### config.mk
export PLATFORM = sky130hd
export DESIGN_NAME = cram_access_arbiter
export DESIGN_NICKNAME = d
export VERILOG_FILES = /design/src/rtl/cram_access_arbiter.sv
export SDC_FILE = /design/constraint.sdc
export NUM_CORES = 1
export LEC_CHECK = 0
export CORE_AREA = 2 2 128 130
export DETAILED_ROUTE_END_ITERATION = 6
export DIE_AREA = 0 0 130 132
export HOLD_SLACK_MARGIN = 0.05
export PLACE_DENSITY_LB_ADDON = 0.08
export SYNTH_ARGS = -nofsm -noshare
export SYNTH_HDL_FRONTEND = slang
export SYNTH_SLANG_ARGS = --single-unit
export TNS_END_PERCENT = 10
### constraint.sdc
create_clock -name clock -period 4 [get_ports clock]
set_clock_uncertainty 0.1 [all_clocks]
set_input_delay 0.4 -clock clock [delete_from_list [all_inputs] [get_ports clock]]
set_output_delay 0.4 -clock clock [all_outputs]
set_load 0.005 [all_outputs]
### src/rtl/cram_access_arbiter.sv
// Round-robin arbiter sharing one CRAM load/store port among NUM_REQ requesters,
// with load-owner tracking. Optional grant locking is enabled by CRAM_ARB_LOCK_EN.
module cram_access_arbiter #(
  parameter int NUM_REQ    = 4,
  parameter int WIDTH_ADDR = 10,
  parameter int WIDTH_DATA = 32,
  parameter int LD_LATENCY = 1,
  parameter int MAX_LOCK   = 8
) (
  input  logic                          clock,
  input  logic                          reset,
  input  logic [NUM_REQ-1:0]            I_Req,
  input  logic [NUM_REQ-1:0]            I_We,
  input  logic [NUM_REQ*2-1:0]          I_Mode,
  input  logic [NUM_REQ*WIDTH_ADDR-1:0] I_Addr,
  input  logic [NUM_REQ*WIDTH_DATA-1:0] I_WData,
  input  logic [NUM_REQ-1:0]            I_Lock,
  output logic [NUM_REQ-1:0]            O_Gnt,
  output logic [NUM_REQ-1:0]            O_RValid,
  output logic [WIDTH_DATA-1:0]         O_RData,
  output logic [NUM_REQ-1:0]            O_Err,
  output logic                          O_Ld_Req,
  output logic [1:0]                    O_Ld_Mode,
  output logic [WIDTH_ADDR-1:0]         O_Ld_Addr,
  input  logic                          I_Ld_Valid,
  input  logic [WIDTH_DATA-1:0]         I_Ld_Data,
  output logic                          O_St_Req,
  output logic [1:0]                    O_St_Mode,
  output logic [WIDTH_ADDR-1:0]         O_St_Addr,
  output logic [WIDTH_DATA-1:0]         O_St_Data,
  output logic                          O_Fault
);

  localparam int IDW = $clog2(NUM_REQ);

  function automatic logic [IDW-1:0] wrap_id(input int v);
    return IDW'((v >= NUM_REQ) ? v - NUM_REQ : v);
  endfunction

  logic [IDW-1:0]        rr_ptr;
  logic                  gnt_v;
  logic [IDW-1:0]        gnt_id;
  logic                  sel_we;
  logic [1:0]            sel_mode;
  logic [WIDTH_ADDR-1:0] sel_addr;
  logic [WIDTH_DATA-1:0] sel_wdata;
  logic                  sel_bad_mode;
  logic [IDW-1:0]        ld_id_q;

  // Owner pipe: stage 0 lines up with the cycle after O_Ld_Req, the head with I_Ld_Valid.
  logic                  pipe_v  [LD_LATENCY];
  logic [IDW-1:0]        pipe_id [LD_LATENCY];
  logic                  head_v;
  logic [IDW-1:0]        head_id;
  logic                  ret_ok;

`ifdef CRAM_ARB_LOCK_EN
  localparam int LCW = $clog2(MAX_LOCK + 1);
  logic           last_v;
  logic [IDW-1:0] last_id;
  logic [LCW-1:0] lock_cnt;
  logic           lock_ok;

  // A saturated counter blocks re-locking until another requester or an idle cycle resets it.
  assign lock_ok = last_v && I_Lock[last_id] && I_Req[last_id] &&
                   (int'(lock_cnt) < MAX_LOCK);
`else
  localparam int unused_max_lock = MAX_LOCK;
  logic          unused_lock;
  assign unused_lock = ^I_Lock;
`endif

  // NOTE: every always_comb output gets a default first so no path can infer a latch.
  always_comb begin
    gnt_v  = 1'b0;
    gnt_id = '0;
    for (int k = 0; k < NUM_REQ; k++) begin
      if (!gnt_v && I_Req[wrap_id(int'(rr_ptr) + k)]) begin
        gnt_v  = 1'b1;
        gnt_id = wrap_id(int'(rr_ptr) + k);
      end
    end
`ifdef CRAM_ARB_LOCK_EN
    if (lock_ok) begin
      gnt_v  = 1'b1;
      gnt_id = last_id;
    end
`endif
    if (reset) gnt_v = 1'b0;
  end

  assign sel_we       = I_We[gnt_id];
  assign sel_mode     = I_Mode[gnt_id*2 +: 2];
  assign sel_addr     = I_Addr[gnt_id*WIDTH_ADDR +: WIDTH_ADDR];
  assign sel_wdata    = I_WData[gnt_id*WIDTH_DATA +: WIDTH_DATA];
  assign sel_bad_mode = (sel_mode == 2'd3);

  assign O_Gnt = gnt_v ? (NUM_REQ'(1) << gnt_id) : '0;
  assign O_Err = (gnt_v && sel_bad_mode) ? O_Gnt : '0;

  assign head_v   = pipe_v[LD_LATENCY-1];
  assign head_id  = pipe_id[LD_LATENCY-1];
  assign ret_ok   = head_v && I_Ld_Valid && !reset;
  assign O_RValid = ret_ok ? (NUM_REQ'(1) << head_id) : '0;
  assign O_RData  = ret_ok ? I_Ld_Data : '0;

  // NOTE: sequential state uses non-blocking assignments so every register sees pre-edge values.
  always_ff @(posedge clock) begin
    if (reset) begin
      rr_ptr    <= '0;
      O_Ld_Req  <= 1'b0;
      O_Ld_Mode <= '0;
      O_Ld_Addr <= '0;
      ld_id_q   <= '0;
      O_St_Req  <= 1'b0;
      O_St_Mode <= '0;
      O_St_Addr <= '0;
      O_St_Data <= '0;
      O_Fault   <= 1'b0;
      // NOTE: the owner pipe is a few flops, not a RAM, so it is cleared to drop in-flight loads.
      for (int s = 0; s < LD_LATENCY; s++) begin
        pipe_v[s]  <= 1'b0;
        pipe_id[s] <= '0;
      end
`ifdef CRAM_ARB_LOCK_EN
      last_v   <= 1'b0;
      last_id  <= '0;
      lock_cnt <= '0;
`endif
    end else begin
      O_Ld_Req  <= gnt_v && !sel_we && !sel_bad_mode;
      O_Ld_Mode <= (gnt_v && !sel_we && !sel_bad_mode) ? sel_mode : '0;
      O_Ld_Addr <= (gnt_v && !sel_we && !sel_bad_mode) ? sel_addr : '0;
      ld_id_q   <= gnt_id;
      O_St_Req  <= gnt_v && sel_we && !sel_bad_mode;
      O_St_Mode <= (gnt_v && sel_we && !sel_bad_mode) ? sel_mode : '0;
      O_St_Addr <= (gnt_v && sel_we && !sel_bad_mode) ? sel_addr : '0;
      O_St_Data <= (gnt_v && sel_we && !sel_bad_mode) ? sel_wdata : '0;

      pipe_v[0]  <= O_Ld_Req;
      pipe_id[0] <= ld_id_q;
      for (int s = 1; s < LD_LATENCY; s++) begin
        pipe_v[s]  <= pipe_v[s-1];
        pipe_id[s] <= pipe_id[s-1];
      end

      if (head_v != I_Ld_Valid) O_Fault <= 1'b1;
      if (gnt_v) rr_ptr <= wrap_id(int'(gnt_id) + 1);

`ifdef CRAM_ARB_LOCK_EN
      last_v  <= gnt_v;
      last_id <= gnt_id;
      if (!gnt_v)
        lock_cnt <= '0;
      else if (last_v && gnt_id == last_id)
        lock_cnt <= (int'(lock_cnt) < MAX_LOCK) ? lock_cnt + 1'b1 : lock_cnt;
      else
        lock_cnt <= LCW'(1);
`endif
    end
  end

endmodule
==> summary.md, run 1 <==
| Metric | Value |
|---|---|
| Fin. Hold Viols | 0 |
| Post-route ant nets | 0 |
| Diodes inserted | 0 |
| Final Cell Area | 0.00760 mm² |
| CTS tree | built |
| Cts bufs inserted | 9 |
| Period utilization | 0.929 |
| Nets@finish | 978 |
| Commonest non-fill, non-tap cell in the layout | clkdlybuf4s50_1 |
| R2R cell count | 8 |
| Synth top area share | 0.346 |
| Hold-critical path depth | 1 |
| Synth warn | 0 |
| Clock latency on the worst-skew pair | 0.33 ns |
| Area contributors post-synth | dfxtp_1 (35%), a2111oi_2 (11%), mux2i_1 (8.9%) |
| # placed instances | 955 |
| Clk root buf | clkbuf_16 |
| Final setup TNS | 0 ns |
| Max-cap viol count | 0 |
| H-tree levels | 3 |
| Drt first-iter violations | 184 |
| Die width | 130 µm |
| Pin count of the biggest net entering global routing | 55 |
| Fill cells | 1480 |
| Via count | 4443 |
| Most frequent cells in the layout | clkdlybuf4s50_1 (321), nand2_1 (86), dfxtp_1 (66) |
| Status | completed |
| Synthesis-to-finish area growth | 98.8% |
| Starting Density | 0.243 |
| Worst hold path class | flip-flop to flip-flop |
| Relative slew slack | 0.258 |
| Clock sink count | 66 |
| Die ar. | 0.0172 mm² |
| Global route total overflow | 0 |
| First-pass DRT Iterations | 5 |
| DP HPWL | 13.5 mm |
| Post-Route WL | 17.3 mm |
| Crit Path Max Fanout | 15 |
| Final setup fails | 0 |
| Worst EP arrival | 3.22 ns |
| # hold bufs at CTS | 0 |
| Worst Tran Pin Value | 1.11 ns |
| Top cell type by total area after synthesis | dfxtp_1 |
| RSZ-0062 raised after global routing | no |
| Placed Area | 0.00727 mm² |
| Post-Syn Area | 0.00382 mm² |
| Setup Crit Path Kind | primary input to output pin |
| Vias per cell | 4.59 |
| First-pass GRT wire length | 25.7 mm |
| Row count | 46 |
| Remaining DRCs | 0 |
| Worst Path Required | 3.50 ns |
| Total GRT Usage | 0.197 |
| Clk slew on worst S/H paths | 0.05 ns |
| CTS max path bufs | 2 |
| Routed WL per cell | 17.8 µm |
| Leakage | 2.93 nW |
| Vias in the first global route | 4590 |
| Layout cells sized above 1 | 0.0996 |
| Number of setup buffers added after CTS | 0 |
| FMAX | 0.269 GHz |
| Min Tclk post-route | 3.72 ns |
| Fin. max-slew vios | 0 |
| Resize count post-CTS | 0 |
| Pwr/cell area | 404 mW/mm² |
| Worst Setup End Kind | output pin |
| Syn_area_per_cell | 8.61 µm² |
| Gp weighted congestion | 0.848 |
| IO Pins | 326 |
| FF+latch count, synth | 66 |
| Seq/Total Area, Yosys | 0.346 |
| Syn_nets | 672 |
| Library cells used by synthesis | 32 |
| Die height | 132 µm |
| Area of the core | 0.0157 mm² |
| Number of I/O port buffers | 321 |
| Final Util | 0.484 |
| Finished Layout Cells | 969 |
| Cells after Synth | 444 |
| Worst IR drop on VDD | 0.000175 V |
| Initial antenna violation count | 0 |
| Startpoint Class | primary input |
==> cells by family (layout without fill, tap and decap cells) <==
kind of cell    after synthesis  after routing  synth area share
compound gates               69             69             0.198
fa+ha+maj                     5              5            0.0164
buf+inv                      44            353            0.0494
flops                        66             66             0.346
mux                          34             34            0.0890
simple gates                226            226             0.301
==> metrics by stage <==
step	total power, W	worst slack [ns]	hold slack [ns]
2_1_floorplan	0.00154	1.13	0.314
3_3_place_gp	0.00221	0.337	0.335
3_5_place_dp	0.00222	0.274	0.329
4_1_cts	0.00312	0.250	0.345
5_1_grt	0.00327	0.0985	0.357
6_report	0.00307	0.282	0.339
==> per-layer routing <==
layer / global-route usage / share of wire / vias up
met5: 0 / 0 / -
met4: 0.0741 / 0.023 / 0
met3: 0.0568 / 0.087 / 24
met2: 0.360 / 0.51 / 198
met1: 0.212 / 0.38 / 2027
li1: - / - / 2194
==> worst max-delay path, stage by stage <==
cell	delay [ns]
clkdlybuf4s50_1	0.51
nor2b_1	0.29
a211o_1	0.38
and3_1	0.21
a211oi_1	0.08
a2111oi_4	0.58
and2_1	0.21
clkdlybuf4s50_1	0.56
==> power by group <==
group | internal [W] | switching [W] | total, W
Sequential | 0.000774 | 0.0000385 | 0.000813
Clock | 0.000590 | 0.000288 | 0.000877
Combinational | 0.000700 | 0.000681 | 0.00138
==> Yosys cell counts <==
cell and count:
nor3_1 21, and3_1 46, dfxtp_1 66, o21ai_0 2
nor2_1 12, a2111oi_1 4, a31o_2 10, and3b_1 1
nand2_1 86, nand3_1 2, inv_1 2, or2_2 2
nor3b_1 5, a211o_1 1, and4_1 1, buf_1 4
ha_1 5, buf_2 16, nor2b_1 7, nor4_1 1
clkbuf_1 19, a211oi_1 15, mux2i_1 34, a211oi_2 2
a21o_1 3, nand2b_1 2, a21oi_1 2, inv_2 2
a2111oi_2 29, and2_1 40, a31oi_1 1, buf_4 1
==> cell type report <==
type / count / area [µm²] / share of cell area
sequential: 66 / 1320 / 0.174
inverter: 4 / 15.0 / 0.00198
clock inverter: 2 / 60.1 / 0.00790
tap: 216 / 270 / 0.0356
multi-input combinational: 334 / 2350 / 0.309
clock buffer: 12 / 267 / 0.0351
timing repair buffer: 335 / 3320 / 0.437
==> path summary, 6_finish.rpt <==
kind | start | to | slack, ns
max reg2reg | rr_ptr[0] | O_St_Data[0] | 0.96
min | ld_id_q[1] | pipe_id[0][1] | 0.34
max | I_Req[2] | O_Err[1] | 0.28
min reg2reg | ld_id_q[1] | pipe_id[0][1] | 0.34
==> registers in the layout (all words and copies together), names as in the netlist <==
register and flops:
O_St_Mode 2, pipe_id 2, O_St_Addr 10, O_St_Data 32, O_Ld_Addr 10, ld_id_q 2, O_St_Req 1, pipe_v 1
O_Ld_Req 1, O_Fault 1, rr_ptr 2, O_Ld_Mode 2
Power figures use the tool's default switching activity.
==> run 2, diff against run 1 <==
--- a/config.mk
+++ b/config.mk
@@ -10,6 +10,7 @@
 export DIE_AREA = 0 0 130 132
 export HOLD_SLACK_MARGIN = 0.05
 export PLACE_DENSITY_LB_ADDON = 0.08
+export SETUP_SLACK_MARGIN = 0.5
 export SYNTH_ARGS = -nofsm -noshare
 export SYNTH_HDL_FRONTEND = slang
 export SYNTH_SLANG_ARGS = --single-unit
==> summary.md, run 2 (same netlist as run 1, synthesis figures left out) <==
| Metric | Value |
|---|---|
| Place WS | 0.274 ns |
| Most frequent CP cell | clkdlybuf4s50_1 |
| Regs by FF count | O_St_Data x32, O_Ld_Addr x10, O_St_Addr x10 |
| Worst hold path class | flip-flop to flip-flop |
| # hold bufs at CTS | 0 |
| Gp weighted congestion | 0.848 |
| CP max stage cell | clkdlybuf4s50_1 |
| CTS tree | built |
| Hold-critical path depth | 1 |
| Row count | 46 |
| Reg-to-reg slack, setup | 0.90 ns |
| PnR Total Power | 0.00313 W |
| Clock latency on the worst-skew pair | 0.33 ns |
| Commonest non-fill, non-tap cell in the layout | clkdlybuf4s50_1 |
| WL met2 | 8.96 mm |
| CP startpoint | I_Req[0] |
| Pin count of the biggest net entering global routing | 55 |
| Global route total overflow | 0 |
| Hold_sp | ld_id_q[1] |
| Worst Setup End Kind | output pin |
| Multi-input logic area | 0.00240 mm² |
| Area of the core | 0.0157 mm² |
| Status | completed |
| CTS max path bufs | 2 |
| Max reg flops | 32 |
| Final setup fails | 0 |
| Cts bufs inserted | 9 |
| Seq. cell area | 0.00132 mm² |
| RR Endpoint | O_St_Data[0] |
| Clock sink count | 66 |
| R2R cell count | 10 |
| Fin. Hold Viols | 0 |
| Period utilization | 0.860 |
| DR top layer | met4 |
| Worst Tran Pin Value | 1.11 ns |
| Worst IR drop on VDD | 0.000175 V |
| Met1 wire length | 6.45 mm |
| CP cell instances | clkdlybuf4s50_1 -> nand2_1 -> a211o_2 -> and3_1 -> a211oi_2 -> a2111oi_4 -> buf_4 -> and2_1 -> clkdlybuf4s50_1 |
| Worst EP arrival | 2.94 ns |
| FMAX | 0.291 GHz |
| Initial antenna violation count | 0 |
| Number of I/O port buffers | 321 |
| IO Pins | 326 |
| RSZ-0062 raised after global routing | yes |
| Post-Route WL | 17.4 mm |
| Via count | 4514 |
| Worst Path Required | 3.50 ns |
| Max stage delay on crit path | 0.53 ns |
| Diodes inserted | 0 |
| Min Tclk post-route | 3.44 ns |
| Die height | 132 µm |
| Startpoint Class | primary input |
| Layout cells sized above 1 | 0.117 |
| R2R Path Start | rr_ptr[0] |
| Nets@finish | 984 |
| Pwr/cell area | 406 mW/mm² |
| Leakage | 3.00 nW |
| Final setup TNS | 0 ns |
| Fill cells | 1476 |
| Vias per cell | 4.63 |
| Drt first-iter violations | 176 |
| Post-route setup slack | 0.560 ns |
| Die ar. | 0.0172 mm² |
| Die width | 130 µm |
| First-pass GRT wire length | 26.0 mm |
| Metal3 WL | 1.61 mm |
| DP HPWL | 13.5 mm |
| Crit Path Max Fanout | 15 |
| Most frequent cells in the layout | clkdlybuf4s50_1 (320), nand2_1 (86), dfxtp_1 (66) |
| Vias in the first global route | 4625 |
| Setup Crit Path Kind | primary input to output pin |
| First-pass DRT Iterations | 6 |
| Synthesis-to-finish area growth | 102% |
| H-tree levels | 3 |
| Fin. max-slew vios | 0 |
| Reg with most FFs | O_St_Data |
| Remaining DRCs | 0 |
| Routed WL per cell | 17.9 µm |
| Relative slew slack | 0.259 |
| Clk root buf | clkbuf_16 |
| Max-cap viol count | 0 |
| Clk slew on worst S/H paths | 0.05 ns |
| Post-route ant nets | 0 |
| Total GRT Usage | 0.198 |
| Starting Density | 0.243 |
| Hold worst-path end | pipe_id[0][1] |
[run 2: cell count changes in the layout (fill, tap and decap cells not counted), moves of 2 or more]
cell,change
a211oi_1,-3
a211oi_4,+2
a21oi_1,-2
a21oi_2,+2
buf_4,+4
buf_8,+2
nor2b_1,-2
[run 2: metrics by stage]
step           hold WS [ns]  utilization  instances  cell area, µm²
2_1_floorplan         0.314            -        444            3820
3_3_place_gp          0.335        0.463        955            7270
3_5_place_dp          0.329        0.463        955            7270
4_1_cts               0.345        0.488        974            7670
5_1_grt               0.357        0.491        975            7710
6_report              0.339        0.491        975            7710
[run 2: how the worst max path moves through the flow]
| stage | end | slack [ns] | cells after the start |
|---|---|---|---|
| global placement | O_Err[1] | 0.34 | 8 |
| finish | O_Err[2] | 0.56 | 9 |
| detailed placement | O_Err[1] | 0.27 | 8 |
| CTS | O_Err[1] | 0.50 | 11 |
| global route | O_Err[2] | 0.42 | 9 |
| floorplan | O_Err[1] | 1.13 | 8 |
[run 2: cell type report]
class	instances	area share
repair buffers	341	0.438
well taps	216	0.0350
flip-flops and latches	66	0.171
clock buffers	12	0.0346
multi-input cells	334	0.311
inverters	4	0.00227
clock inverters	2	0.00779
[run 2: critical path: cells and delay by family]
family / cells / cell delay [ns]
buffers and inverters: 3 / 1.14
AND/OR/NAND/NOR: 3 / 0.51
AO/OA/AOI/OAI: 3 / 0.88
[run 2: repair_timing]
action | CTS | global route
gates resized for setup | 8 | 11
pin swaps | 2 | 1
setup buffers | 5 | 1
setup endpoints to repair | 5 | 5
cloned | 0 | 0
[run 2: power by group]
group	total [W]	switching (W)	internal [W]
Sequential	0.000815	0.0000404	0.000774
Clock	0.000880	0.000290	0.000590
Combinational	0.00143	0.000699	0.000735
Total	0.00313	0.00103	0.00210
[run 2: metal layers]
| layer | global-route usage | up-vias |
|---|---|---|
| met5 | 0 | - |
| met4 | 0.0747 | 0 |
| met3 | 0.0597 | 24 |
| met2 | 0.361 | 211 |
| met1 | 0.213 | 2075 |
| li1 | - | 2204 |
